$ cat config.mk
export PLATFORM = sky130hd
export DESIGN_NAME = hazard_ctrl
export DESIGN_NICKNAME = d
export VERILOG_FILES = /design/src/rtl/pipe_pkg.sv /design/src/rtl/hazard_ctrl_detect.sv /design/src/rtl/hazard_ctrl.sv
export SDC_FILE = /design/constraint.sdc
export NUM_CORES = 1
export LEC_CHECK = 0
export CAP_MARGIN = 20
export CELL_PAD_IN_SITES_DETAIL_PLACEMENT = 2
export CELL_PAD_IN_SITES_GLOBAL_PLACEMENT = 2
export CORE_UTILIZATION = 29
export CTS_CLUSTER_DIAMETER = 150
export CTS_CLUSTER_SIZE = 30
export DETAILED_ROUTE_END_ITERATION = 10
export PLACE_DENSITY = 0.87
export SLEW_MARGIN = 20
export SYNTH_ARGS = -nofsm -noshare
export SYNTH_HDL_FRONTEND = slang
export SYNTH_SLANG_ARGS = --single-unit
$ cat constraint.sdc
create_clock -name reloj -period 3.2 [get_ports reloj]
set_input_delay 0.48 -clock reloj [delete_from_list [all_inputs] [get_ports reloj]]
set_output_delay 0.48 -clock reloj [all_outputs]
set_load 0.1 [all_outputs]
$ cat src/rtl/pipe_pkg.sv
// Shared pipeline definitions: hazard-controller state encoding, ctrl_MEM bit
// positions and register-number constants.
package pipe_pkg;

  typedef enum logic [1:0] {
    ST_RUN  = 2'd0,
    ST_WAIT = 2'd1,
    ST_TRAP = 2'd3
  } state_e;

  // Bit positions inside the ctrl_MEM control bundle
  localparam int CTRL_MEM_MEMREAD = 0;

  localparam logic [4:0] REG_ZERO = 5'd0;

endpackage

$ cat src/rtl/hazard_ctrl_detect.sv
// Load-use comparator: the load in EX writes a register that the ID
// instruction reads. Register zero never produces a hazard.
module hazard_detect
  import pipe_pkg::*;
(
  input  logic       mem_read_exe,
  input  logic [4:0] rt_exe,
  input  logic [4:0] rs_id,
  input  logic [4:0] rt_id,
  input  logic       use_rs,
  input  logic       use_rt,
  output logic       lu
);

  logic rs_hit;
  logic rt_hit;

  // Operand match against the load destination
  always_comb begin
    rs_hit = use_rs && (rs_id == rt_exe);
    rt_hit = use_rt && (rt_id == rt_exe);
    lu     = mem_read_exe && (rt_exe != REG_ZERO) && (rs_hit || rt_hit);
  end

endmodule

$ cat src/rtl/hazard_ctrl.sv
// Pipeline hazard/stall controller: load-use stalls, branch/jump redirects,
// data-memory freeze with timeout watchdog, and stall/redirect statistics.
module hazard_ctrl
  import pipe_pkg::*;
#(
  parameter int TIMEOUT = 255,
  parameter int CNT_W   = 16
) (
  input  logic             reloj,
  input  logic             reset,
  input  logic [4:0]       rs_id,
  input  logic [4:0]       rt_id,
  input  logic             use_rs,
  input  logic             use_rt,
  input  logic             mem_read_exe,
  input  logic [4:0]       rt_exe,
  input  logic             jump_id,
  input  logic             branch_taken_exe,
  input  logic             mem_req,
  input  logic             mem_ready,
  output logic             pc_we,
  output logic             ifid_we,
  output logic             ifid_flush,
  output logic             idex_flush,
  output logic             idex_we,
  output logic             exmem_we,
  output logic             memwb_flush,
  output logic [1:0]       state,
  output logic             mem_timeout,
  output logic [CNT_W-1:0] stall_cnt,
  output logic [CNT_W-1:0] flush_cnt
);

  localparam int WAIT_W = $clog2(TIMEOUT + 1);
  localparam logic [CNT_W-1:0] CNT_MAX = {CNT_W{1'b1}};

  state_e            state_q, state_d;
  logic [WAIT_W-1:0] wait_cnt_q, wait_cnt_d;
  logic              mem_timeout_q, mem_timeout_d;
  logic [CNT_W-1:0]  stall_cnt_q, stall_cnt_d;
  logic [CNT_W-1:0]  flush_cnt_q, flush_cnt_d;
  logic              lu;
  logic              mw;
  logic              redirect;

  hazard_detect u_detect (
    .mem_read_exe (mem_read_exe),
    .rt_exe       (rt_exe),
    .rs_id        (rs_id),
    .rt_id        (rt_id),
    .use_rs       (use_rs),
    .use_rt       (use_rt),
    .lu           (lu)
  );

  assign mw = mem_req && !mem_ready;

  // Next-state, watchdog and stage-control outputs
  always_comb begin
    pc_we         = 1'b1;
    ifid_we       = 1'b1;
    idex_we       = 1'b1;
    exmem_we      = 1'b1;
    ifid_flush    = 1'b0;
    idex_flush    = 1'b0;
    memwb_flush   = 1'b0;
    redirect      = 1'b0;
    state_d       = state_q;
    wait_cnt_d    = wait_cnt_q;
    mem_timeout_d = mem_timeout_q;

    if (reset) begin
      pc_we         = 1'b0;
      ifid_we       = 1'b0;
      idex_we       = 1'b0;
      exmem_we      = 1'b0;
      ifid_flush    = 1'b1;
      idex_flush    = 1'b1;
      memwb_flush   = 1'b1;
      state_d       = ST_RUN;
      wait_cnt_d    = {WAIT_W{1'b0}};
      mem_timeout_d = 1'b0;
    end else begin
      case (state_q)
        ST_RUN: begin
          // Memory wait outranks everything: held inputs are re-evaluated later
          if (mw) begin
            pc_we       = 1'b0;
            ifid_we     = 1'b0;
            idex_we     = 1'b0;
            exmem_we    = 1'b0;
            memwb_flush = 1'b1;
            state_d     = ST_WAIT;
            wait_cnt_d  = WAIT_W'(1);
          end else if (branch_taken_exe) begin
            ifid_flush = 1'b1;
            idex_flush = 1'b1;
            redirect   = 1'b1;
          end else if (lu) begin
            pc_we      = 1'b0;
            ifid_we    = 1'b0;
            idex_flush = 1'b1;
          end else if (jump_id) begin
            ifid_flush = 1'b1;
            redirect   = 1'b1;
          end else begin
            redirect = 1'b0;
          end
        end
        ST_WAIT: begin
          if (mem_ready) begin
            state_d    = ST_RUN;
            wait_cnt_d = {WAIT_W{1'b0}};
          end else begin
            pc_we       = 1'b0;
            ifid_we     = 1'b0;
            idex_we     = 1'b0;
            exmem_we    = 1'b0;
            memwb_flush = 1'b1;
            if (wait_cnt_q >= WAIT_W'(TIMEOUT)) begin
              state_d       = ST_TRAP;
              mem_timeout_d = 1'b1;
            end else begin
              wait_cnt_d = wait_cnt_q + WAIT_W'(1);
            end
          end
        end
        ST_TRAP: begin
          pc_we       = 1'b0;
          ifid_we     = 1'b0;
          idex_we     = 1'b0;
          exmem_we    = 1'b0;
          ifid_flush  = 1'b1;
          idex_flush  = 1'b1;
          memwb_flush = 1'b1;
        end
        default: begin
          // Unreachable encoding: hold the pipe and recover to RUN
          pc_we       = 1'b0;
          ifid_we     = 1'b0;
          idex_we     = 1'b0;
          exmem_we    = 1'b0;
          ifid_flush  = 1'b1;
          idex_flush  = 1'b1;
          memwb_flush = 1'b1;
          state_d     = ST_RUN;
          wait_cnt_d  = {WAIT_W{1'b0}};
        end
      endcase
    end
  end

  // Saturating statistics counters
  always_comb begin
    stall_cnt_d = stall_cnt_q;
    flush_cnt_d = flush_cnt_q;
    if (reset) begin
      stall_cnt_d = {CNT_W{1'b0}};
      flush_cnt_d = {CNT_W{1'b0}};
    end else begin
      if (((state_q == ST_RUN) || (state_q == ST_WAIT)) && !pc_we && (stall_cnt_q != CNT_MAX)) begin
        stall_cnt_d = stall_cnt_q + CNT_W'(1);
      end else begin
        stall_cnt_d = stall_cnt_q;
      end
      if (redirect && (flush_cnt_q != CNT_MAX)) begin
        flush_cnt_d = flush_cnt_q + CNT_W'(1);
      end else begin
        flush_cnt_d = flush_cnt_q;
      end
    end
  end

  // State and statistics registers; reset values come through the _d logic
  always_ff @(posedge reloj) begin
    state_q       <= state_d;
    wait_cnt_q    <= wait_cnt_d;
    mem_timeout_q <= mem_timeout_d;
    stall_cnt_q   <= stall_cnt_d;
    flush_cnt_q   <= flush_cnt_d;
  end

  assign state       = state_q;
  assign mem_timeout = mem_timeout_q;
  assign stall_cnt   = stall_cnt_q;
  assign flush_cnt   = flush_cnt_q;

endmodule

==> results of run 1 <==
-- state kept, by name, summed over array words and instances, names as in the netlist --
name	count
flush_cnt	16
wait_cnt_q	8
state	2
mem_timeout	1
stall_cnt	16
-- path summary, 6_finish.rpt --
path | slack [ns] | from | end
worst min-delay path | 0.50 | flush_cnt[4] | flush_cnt[4]
worst min register to register | 0.50 | flush_cnt[4] | flush_cnt[4]
worst max register to register | 0.80 | stall_cnt[0] | stall_cnt[10]
worst max-delay path | 0.29 | rt_exe[0] | ifid_flush
-- critical path: stages --
cell             delay [ns]
clkdlybuf4s50_1        0.58
xnor2_1                0.14
nand4_1                0.14
o22a_2                 0.29
o21ai_0                0.20
nand2b_1               0.08
a211o_1                0.33
buf_12                 0.18
-- cells by family after synthesis --
logic type,count (synthesis)
and+or+nand+nor,124
DFF,43
muxes,5
xor gates and xnor gates,18
buffers and inverters,26
AOI/OAI and AO/OA,78
adders and majority gates,3
-- power by group --
part           internal (W)  switching (W)  total (W)
clock              0.000228       0.000201   0.000429
sequential         0.000547      0.0000201   0.000567
combinational      0.000117       0.000245   0.000362
total              0.000893       0.000466    0.00136
-- final cells by class --
cell class | count | share of cell area
multi-input cells | 228 | 0.443
inverters | 10 | 0.0117
clock inverters | 2 | 0.0117
repair buffers | 68 | 0.204
well taps | 102 | 0.0396
flip-flops and latches | 43 | 0.268
clock buffers | 5 | 0.0214
-- routing by layer --
layer | GRT usage | part of all wire | up-vias
met1 | 0.236 | 0.44 | 1229
met3 | 0.0328 | 0.033 | 11
met2 | 0.365 | 0.51 | 51
met4 | 0.0628 | 0.017 | 0
li1 | - | - | 1204
met5 | 0 | 0 | -
-- cells in the final DEF, fill, tap and decap left out, drive strengths merged, types with 5 or more instances in the layout --
cell type | synthesis | layout
nor4 | 7 | 7
nor3 | 10 | 10
buf | 7 | 44
and3 | 5 | 5
nor2b | 6 | 6
nand3 | 12 | 12
clkdlybuf4s50 | 0 | 24
o31ai | 13 | 13
xor2 | 6 | 6
or2 | 5 | 5
o21ai | 19 | 19
nand4 | 11 | 11
or4 | 11 | 11
clkbuf | 9 | 5
a21oi | 30 | 30
nor2 | 25 | 25
xnor2 | 12 | 12
nand2 | 18 | 18
inv | 10 | 10
dfxtp | 43 | 43
or3 | 9 | 9
-- through the flow --
step | hold slack, ns | instance area [um2]
floorplan | 0.458 | 2410
global placement | 0.453 | 3110
detailed placement | 0.495 | 3110
CTS | 0.509 | 3220
global route | 0.537 | 3220
finish | 0.501 | 3220
==> flow_summary.yaml, run 1 <==
power:
  finalPower_w: 0.00136
  ir_drop_mv: 0.238
  power_density_nw_per_um2: 422
  p_leak_nw: 1.10
clocking:
  clock-sinks: 43
  cts_tree: "built"
  post_cts_buffers: 0
  clockBufferDepth: 2
  cts-htree-levels: 2
  post_cts_resized: 0
  clkSlewWorstSetupHoldPaths_ns: 0.09
  cts_hold_buf: 0
  clock-root-buffer: "clkbuf_8"
  worstSkewPairLatency_ns: 0.30
  cts_inserted_buffers: 5
global_route:
  gr-usage-all-layers: 0.200
  grt_pass1_wl_mm: 13.7
  grt_overflow: 0
  antenna_found_initial: 0
  grt_max_degree: 40
  grt_pass1_vias: 2667
synth:
  synthMuxAreaShare: 0.0225
  ys_seq_elements: 43
  synth_edf_count: 0
  synth_simple_gate_area_frac: 0.277
  synthArstFlopShare: 0
  synth_top_family_by_area: "simple AND/OR/NAND/NOR gates"
  synthAdderAreaFrac: 0.0157
  synth_area_leader_cell: "dfxtp_1"
  synth_xor_area_frac: 0.0659
  synthesis.area_um2: 2390
  syn-num-nets: 324
  ys.flop_type: "dfxtp_1"
  postSynthCellCount: 297
  ys_seq_area_frac: 0.360
  synth-compound-area-share: 0.210
  synth_cell_types: 43
  synth_top_cells_by_area: "dfxtp_1 36%, a21oi_1 6.3%, xnor2_1 4.4%, o31ai_1 4.1%, nor2_1 3.9%"
  syn-mean-instance-area_um2: 8.05
  ys_warn_count: 0
  post-synth-top-count-cell: "dfxtp_1"
  synth_common_cells: "43 x dfxtp_1, 30 x a21oi_1, 25 x nor2_1"
  synth_top_area_share: 0.360
die:
  rows: 32
  die-area_um2: 8620
  coreArea_um2: 7850
  num_io_pins: 66
  die_y_um: 92.8
  die_x_um: 92.8
  initial_core_util: 0.305
finish:
  drive_gt1_frac: 0.194
  stdcell_count: 458
  seq_area_um2: 862
  syn_to_final_growth_pct: 34.6
  nNetsFinal: 383
  multi_input_area_um2: 1430
  n_fill_cell: 885
  post-route-util: 0.410
  antenna_cells_inserted: 0
setup_path:
  crit_required_ns: 2.72
  crit_type: "input port to primary output"
  crit_path_end_kind: "primary output"
  cp_max_fo: 5
  worstPathArrival_ns: 2.43
  startpoint_type: "input port"
  rr_worst_depth: 8
timing:
  slew_viol_final: 0
  setup_violations: 0
  slew_headroom: 0.357
  fmax_ghz: 0.344
  finalHoldViolations: 0
  setup_tns_ns: 0
  min_period_ns: 2.91
  skew_ns: 0.00809
  fin_crit_sh: 0.909
  worstMarginPinSlew_ns: 0.962
  rsz0062_at_grt: "no"
  setup_ws_ns: 0.293
status:
  status: "complete, no violations"
flow_run:
  cap_violations: 0
route:
  avgViaCountPerCell: 5.45
  ant_nets: 0
  drt_wl_total_mm: 8.31
  drc: 0
  drt_iter0_markers: 63
  dr.pass1.iters: 4
  wire_per_inst_um: 18.1
  vias: 2495
place:
  place_inst: 451
  hpwl_mm: 5.92
  gp_congestion: 0.732
  place_ws_ns: 0.276
  port_buffers: 65
hold_path:
  worst_hold_path_type: "register to register"
  whs_path_depth: 1
No activity file was read; power rests on OpenSTA's default activity.
==> run 2: changes to the inputs <==
--- a/config.mk
+++ b/config.mk
@@ -5,6 +5,7 @@
 export SDC_FILE = /design/constraint.sdc
 export NUM_CORES = 1
 export LEC_CHECK = 0
+export ABC_CLOCK_PERIOD_IN_PS = 3200
 export CAP_MARGIN = 20
 export CELL_PAD_IN_SITES_DETAIL_PLACEMENT = 2
 export CELL_PAD_IN_SITES_GLOBAL_PLACEMENT = 2
==> results of run 2 <==
Final layout, timing and power as in run 1 (identical DEF).
